[config.mk]
export PLATFORM = sky130hd
export DESIGN_NAME = sram_mac_engine
export DESIGN_NICKNAME = d
export VERILOG_FILES = /design/src/rtl/sram_mac_pkg.sv /design/src/rtl/mac_mul_acc.sv /design/src/rtl/sram_mac_engine.sv
export SDC_FILE = /design/constraint.sdc
export NUM_CORES = 1
export LEC_CHECK = 0
export BUFFER_PORTS_ARGS = -buffer_cell sky130_fd_sc_hd__buf_2
export CAP_MARGIN = 20
export CELL_PAD_IN_SITES_DETAIL_PLACEMENT = 1
export CELL_PAD_IN_SITES_GLOBAL_PLACEMENT = 1
export CORE_ASPECT_RATIO = 0.75
export CORE_UTILIZATION = 52
export CTS_CLUSTER_DIAMETER = 200
export DETAILED_ROUTE_END_ITERATION = 6
export PLACE_DENSITY = 0.95
export SETUP_SLACK_MARGIN = 0.02
export SLEW_MARGIN = 5
export SYNTH_ARGS = -nofsm -noshare
export SYNTH_HDL_FRONTEND = slang
export SYNTH_HIERARCHICAL = 1
export SYNTH_SLANG_ARGS = --single-unit
[constraint.sdc]
create_clock -name clk -period 12.7 [get_ports clk]
set_input_delay 2.54 -clock clk [delete_from_list [all_inputs] [get_ports clk]]
set_output_delay 2.54 -clock clk [all_outputs]
set_load 0.05 [all_outputs]
[src/rtl/sram_mac_pkg.sv]
// rtl/sram_mac_pkg.sv - controller state and mode encodings shared by the sram_mac_engine files
package sram_mac_pkg;

    typedef enum logic [1:0] {
        IDLE  = 2'd0,
        LOAD  = 2'd1,
        RUN   = 2'd2,
        DRAIN = 2'd3
    } state_t;

    localparam logic MODE_PROD = 1'b0;
    localparam logic MODE_DOT  = 1'b1;

endpackage

[src/rtl/mac_mul_acc.sv]
// rtl/mac_mul_acc.sv - registered multiply with last-flagged dot-product accumulation
// DCIM_SIGNED_EN selects two's-complement operands and sign extension of the result.
module mac_mul_acc
    import sram_mac_pkg::*;
#(
    parameter int DATA_W = 8,
    parameter int PROD_W = 2 * DATA_W,
    parameter int ACC_W  = PROD_W + 4
) (
    input  logic              clk,
    input  logic              rst_n,
    input  logic              en,
    input  logic              clr,
    input  logic              mode,
    input  logic              in_valid,
    input  logic              in_last,
    input  logic [DATA_W-1:0] w,
    input  logic [DATA_W-1:0] act,
    output logic              out_valid,
    output logic [ACC_W-1:0]  out_data
);

    logic [PROD_W-1:0] prod;
    logic [ACC_W-1:0]  prod_ext;
    logic [ACC_W-1:0]  acc;

`ifdef DCIM_SIGNED_EN
    logic signed [PROD_W-1:0] w_ext;
    logic signed [PROD_W-1:0] act_ext;
    assign w_ext    = PROD_W'($signed(w));
    assign act_ext  = PROD_W'($signed(act));
    assign prod     = w_ext * act_ext;
    assign prod_ext = ACC_W'($signed(prod));
`else
    logic [PROD_W-1:0] w_ext;
    logic [PROD_W-1:0] act_ext;
    assign w_ext    = PROD_W'(w);
    assign act_ext  = PROD_W'(act);
    assign prod     = w_ext * act_ext;
    assign prod_ext = ACC_W'(prod);
`endif

    always_ff @(posedge clk or negedge rst_n) begin
        if (!rst_n) begin
            acc       <= '0;
            out_valid <= 1'b0;
            out_data  <= '0;
        end else begin
            if (clr) begin
                acc <= '0;
            end
            if (en) begin
                if (!in_valid) begin
                    out_valid <= 1'b0;
                end else if (mode == MODE_DOT) begin
                    // The last beat emits the full sum and restarts the accumulator in the same edge.
                    if (in_last) begin
                        out_data  <= acc + prod_ext;
                        out_valid <= 1'b1;
                        acc       <= '0;
                    end else begin
                        acc       <= acc + prod_ext;
                        out_valid <= 1'b0;
                    end
                end else begin
                    out_data  <= prod_ext;
                    out_valid <= 1'b1;
                end
            end
        end
    end

endmodule

[src/rtl/sram_mac_engine.sv]
// rtl/sram_mac_engine.sv - loads weights into an external SRAM, then streams activations as products or dot products
// Define DCIM_SIGNED_EN for two's-complement operands and sign-extended results.
module sram_mac_engine
    import sram_mac_pkg::*;
#(
    parameter int DATA_W = 8,
    parameter int DEPTH  = 16,
    parameter int ADDR_W = $clog2(DEPTH),
    parameter int PROD_W = 2 * DATA_W,
    parameter int ACC_W  = PROD_W + ADDR_W
) (
    input  logic              clk,
    input  logic              rst_n,
    input  logic              init_start,
    input  logic              mode,
    input  logic              in_valid,
    output logic              in_ready,
    input  logic [DATA_W-1:0] in_data,
    output logic              out_valid,
    input  logic              out_ready,
    output logic [ACC_W-1:0]  out_data,
    output logic              init_done,
    output logic              sram_ce_n,
    output logic              sram_we_n,
    output logic [ADDR_W-1:0] sram_addr,
    output logic [DATA_W-1:0] sram_wdata,
    input  logic [DATA_W-1:0] sram_rdata
);

    localparam logic [ADDR_W-1:0] LAST_ADDR = ADDR_W'(DEPTH - 1);

    state_t            state, state_nx;
    logic [ADDR_W-1:0] wr_ptr, rd_ptr;
    logic              mode_q, mode_pend;
    logic              en, accept, acc_clr;
    logic              s1_valid, s1_last;
    logic [DATA_W-1:0] s1_act;
    logic              s2_valid, s2_last;
    logic [DATA_W-1:0] s2_act, s2_w;

    assign en     = !out_valid || out_ready;
    assign accept = in_valid && in_ready;

    always_comb begin
        state_nx   = state;
        in_ready   = 1'b0;
        init_done  = 1'b0;
        acc_clr    = 1'b0;
        sram_ce_n  = 1'b1;
        sram_we_n  = 1'b1;
        sram_addr  = '0;
        sram_wdata = '0;
        case (state)
            IDLE: begin
                if (init_start) state_nx = LOAD;
            end
            LOAD: begin
                in_ready = 1'b1;
                if (in_valid) begin
                    sram_ce_n  = 1'b0;
                    sram_we_n  = 1'b0;
                    sram_addr  = wr_ptr;
                    sram_wdata = in_data;
                    if (wr_ptr == LAST_ADDR) begin
                        state_nx = RUN;
                        acc_clr  = 1'b1;
                    end
                end
            end
            RUN: begin
                init_done = 1'b1;
                if (init_start) begin
                    state_nx = DRAIN;
                end else begin
                    in_ready = en;
                    if (in_valid && en) begin
                        sram_ce_n = 1'b0;
                        sram_addr = rd_ptr;
                    end
                end
            end
            DRAIN: begin
                // Beats already in flight finish; any partial sum is dropped on the way back to LOAD.
                if (!s1_valid && !s2_valid && !out_valid) begin
                    state_nx = LOAD;
                    acc_clr  = 1'b1;
                end
            end
            default: state_nx = IDLE;
        endcase
    end

    always_ff @(posedge clk or negedge rst_n) begin
        if (!rst_n) begin
            state     <= IDLE;
            wr_ptr    <= '0;
            rd_ptr    <= '0;
            mode_q    <= MODE_PROD;
            mode_pend <= MODE_PROD;
            s1_valid  <= 1'b0;
            s1_last   <= 1'b0;
            s1_act    <= '0;
            s2_valid  <= 1'b0;
            s2_last   <= 1'b0;
            s2_act    <= '0;
            s2_w      <= '0;
        end else begin
            state <= state_nx;
            if (state == IDLE && init_start) begin
                mode_q <= mode;
                wr_ptr <= '0;
            end
            // The new mode must not reach beats still draining from the previous run.
            if (state == RUN && init_start) mode_pend <= mode;
            if (state == DRAIN && state_nx == LOAD) begin
                mode_q <= mode_pend;
                wr_ptr <= '0;
            end
            if (state == LOAD && accept) begin
                wr_ptr <= wr_ptr + ADDR_W'(1);
                if (wr_ptr == LAST_ADDR) rd_ptr <= '0;
            end
            if (state == RUN && accept) rd_ptr <= rd_ptr + ADDR_W'(1);
            if (en) begin
                s1_valid <= (state == RUN) && accept;
                s1_act   <= in_data;
                s1_last  <= (rd_ptr == LAST_ADDR);
                s2_valid <= s1_valid;
                s2_last  <= s1_last;
                s2_act   <= s1_act;
                s2_w     <= sram_rdata;
            end
        end
    end

    mac_mul_acc #(
        .DATA_W (DATA_W),
        .PROD_W (PROD_W),
        .ACC_W  (ACC_W)
    ) u_mac (
        .clk       (clk),
        .rst_n     (rst_n),
        .en        (en),
        .clr       (acc_clr),
        .mode      (mode_q),
        .in_valid  (s2_valid),
        .in_last   (s2_last),
        .w         (s2_w),
        .act       (s2_act),
        .out_valid (out_valid),
        .out_data  (out_data)
    );

endmodule

==> summary.txt <==
Setup path
  – Worst EP arrival: 7130 ps
  – R2R Path Start: s2_w[1]$_DFFE_PN0N_
  – Max incr delay on CP: 580 ps
  – Critical Path RT: 12980 ps
  – Reg2reg setup slack: 5850 ps
  – Reg-to-reg endpoint: u_mac/acc[19]$_DFF_PN0_
  – CP max FO: 9
  – Crit Path Category: reg -> reg
  – CP endpoint kind: register
  – CP most frequent cell: fa_1
  – Reg2Reg Depth: 25
  – CP startpoint kind: register
  – Critical Path Slowest Stage Cell: dfrtp_1

Cells and area
  – Diodes inserted: 0
  – Layout cells sized above 1: 17.1%
  – Most frequent cells in the layout: 81 x dfrtp_1, 63 x inv_1, 62 x ha_1
  – Commonest non-fill, non-tap cell in the layout: dfrtp_1
  – Nets: 843
  – Multi-input gate area: 4260 µm²
  – Fillers: 1407
  – Area growth syn-to-layout: 11.1%
  – Register Area: 2030 µm²

Floorplanning
  – Initial Util: 53.7%
  – DIE HEIGHT: 99.8 µm
  – Die Area: 13200 µm²
  – Site Rows: 35
  – Die W: 132 µm
  – CORE AREA: 12300 µm²
  – I/O pin cnt: 59

Synth
  – Yosys reg bits: 81
  – Main synth FF type: dfrtp_1
  – Post-synthesis adder-cell area fraction: 22.9%
  – Share of Yosys cell area claimed by the top area cell type: 30.6%
  – Ys async rst share: 100%
  – Xor and xnor area share after synthesis: 3.70%
  – Net Count, Synth: 792
  – Post-synthesis simple-gate area fraction: 16.2%
  – Synth area leader: dfrtp_1
  – Synth warn: 6
  – Gate count of the mapped netlist: 671
  – Post-synth EDFFs: 0
  – Area contributors post-synth: dfrtp_1 31%, ha_1 12%, fa_1 11%, and2_1 5.6%, mux2_2 5.1%
  – Sequential area share after synthesis: 30.6%
  – Mean Syn Cell Area: 9.88 µm²
  – Post-Syn Area: 6630 µm²
  – Largest family of logic cells by synthesized area: adder cells
  – Mux share of post-synthesis cell area: 5.79%
  – Count of different cell masters after synthesis: 61
  – Compound-Gate Fraction of Synth Area: 15.7%

Drt
  – Post-DR wirelength/cell: 25.1 µm
  – Drt pass-1 iters: 7
  – Vias: 5683
  – DRC Markers: 0
  – DR vias/cell: 6.36
  – Final WL: 22.4 mm
  – Starting DRT DRC Count: 432
  – Final ANT Viol Nets: 0

Timing
  – Highest clock rate: 146 MHz
  – Unrepaired setup endpoints after global routing: false
  – Slew @ Worst Pin: 986 ps
  – Final Slew Violations: 0
  – Final hold violation count: 0
  – Endpoints failing setup: 0
  – Final min period: 6850 ps
  – Setup TNS Final: 0 ps
  – Final Skew: 9.49 ps
  – Slew headroom: 34.1%
  – Post-route clock period utilization: 53.9%

Global route
  – Largest net degree at the start of global routing: 82
  – First-pass GRT wire length: 35.8 mm
  – Antenna violations before repair: 0
  – Tot GR Track Use: 35.7%
  – Vias in the first global route: 6410
  – Total gr overflow: 0

Pwr
  – Net Switching: 0.00120 W
  – Pwr Density: 304 nW/µm²
  – Internal power: 0.00104 W
  – Peak supply drop: 144 µV
  – Combinational power share: 70.8%
  – LEAKAGE: 3.70 nW
  – Sequential Power Share: 17.2%
  – Clock share of power: 12.1%
  – Overall Power: 0.00224 W
  – Switching Share: 53.6%

Clock network
  – Post_cts resized: 0
  – Clk buf depth: 2
  – Skew-Pair Late Insertion Delay: 350 ps
  – Cts bufs inserted: 9
  – Root Driver: clkbuf_16
  – CTS Sinks: 81
  – Setup Buffers After CTS: 0
  – TritonCTS clock tree: yes
  – Clk pin slew, worst setup/hold paths: 60 ps
  – Hold-fix buffers, CTS: 0
  – H-tree depth: 3

Place
  – Dpl hpwl: 14.8 mm
  – Gpl congestion: 0.854
  – PortBufs: 58

Min path
  – Worst Hold End: u_mac/out_data[10]$_DFFE_PN0P_
  – Hold path depth: 2
  – HP Class: reg -> reg
  – Hold wc startpoint: u_mac/out_data[10]$_DFFE_PN0P_

Outcome
  – Outcome: finished clean

Flow run
  – Number of max-cap violations: 0
[final cells by class]
cell class | count | share of cell area [%]
Clock buffer | 12 | 3.35
Clock inverter | 4 | 0.713
Multi-Input combinational cell | 506 | 57.8
Inverter | 63 | 3.21
Sequential cell | 81 | 27.5
Timing Repair Buffer | 61 | 4.55
Tap cell | 166 | 2.82
[Yosys cell counts (2+ instances only)]
cell type and number:
dfrtp_1 81, inv_1 63, ha_1 62, and2_1 59, nand2_1 49, fa_1 37, a21oi_1 32, mux2_2 30
o21ai_0 24, xnor2_1 22, nand3_1 19, nor2_1 16, a21o_1 15, a22o_1 15, and3_1 15, clkbuf_1 12
o21ai_1 12, o22ai_1 9, nand2b_1 7, nor3_1 7, nor2b_1 6, xor2_1 6, a31oi_1 5, o21a_1 5
a22oi_1 4, buf_2 4, o21bai_1 4, a221o_1 3, a41o_2 3, buf_6 3, nand4_1 3, or3_1 3
a211oi_2 2, a21boi_0 2, a221oi_1 2, mux2i_1 2, nand3b_1 2, nor2b_4 2, o221a_2 2
[cells by family (layout without fill, tap and decap cells)]
kind of cell,count (synthesis),after routing
xor gates and xnor gates,28,28
DFF,81,81
adders and majority gates,99,99
buffers and inverters,84,140
and+or+nand+nor,195,195
AOI/OAI and AO/OA,150,150
muxes,34,34
[how the worst max path moves through the flow]
| stage | to | start | cells after the start | slack (ps) |
|---|---|---|---|---|
| 2_1_floorplan | sram_addr[3] | in_valid | 4 | 6040 |
| 3_3_place_gp | sram_ce_n | out_ready | 7 | 6120 |
| 3_5_place_dp | sram_ce_n | out_ready | 7 | 6060 |
| 4_1_cts | u_mac/acc[19]$_DFF_PN0_ | s2_w[1]$_DFFE_PN0N_ | 25 | 5960 |
| 5_1_grt | u_mac/acc[19]$_DFF_PN0_ | s2_w[1]$_DFFE_PN0N_ | 25 | 5560 |
| 6_report | u_mac/acc[19]$_DFF_PN0_ | s2_w[1]$_DFFE_PN0N_ | 25 | 5850 |
[through the flow]
step / hold slack, ps / setup slack (ps) / std cells / instance area (µm²) / utilization, %
after floorplan: 446 / 6040 / 671 / 6630 / -
after global placement: 458 / 6120 / 876 / 7040 / 57.0
after detailed placement: 459 / 6060 / 876 / 7040 / 57.0
after CTS: 482 / 5960 / 892 / 7340 / 59.4
after global routing: 533 / 5560 / 893 / 7370 / 59.7
final: 482 / 5850 / 893 / 7370 / 59.7
[worst max-delay path, delay by kind of cell, from the launching register on]
family                     cells  cell delay (ps)
adders and majority gates      6             2950
AOI/OAI and AO/OA             10             2230
and+or+nand+nor                5              620
DFF                            1              580
buffers and inverters          3              240
xor gates and xnor gates       1              150
[power groups by stage]
| stage | clock network [W] | logic [W] | registers [W] |
|---|---|---|---|
| 6_report | 0.000270 | 0.00159 | 0.000385 |
| 3_3_place_gp | 0 | 0.00134 | 0.000376 |
| 5_1_grt | 0.000281 | 0.00169 | 0.000391 |
| 2_1_floorplan | 0 | 0.00105 | 0.000426 |
| 4_1_cts | 0.000274 | 0.00154 | 0.000382 |
| 3_5_place_dp | 0 | 0.00148 | 0.000383 |
[state kept, by name, indices dropped and copies added, names as in the netlist, 2 cells and up]
register	flops
u_mac/out_data	20
wr_ptr	4
state	2
s1_act	8
s2_act	8
rd_ptr	4
s2_w	8
u_mac/acc	20
[per-layer routing]
layer / global-route usage, % / up-vias / part of all wire (%)
met4: 19.2 / 0 / 4.7
met2: 62.1 / 268 / 50
li1: - / 2421 / -
met5: 0 / - / 0
met3: 6.72 / 92 / 5.6
met1: 42.5 / 2902 / 39
Power figures use the tool's default switching activity.
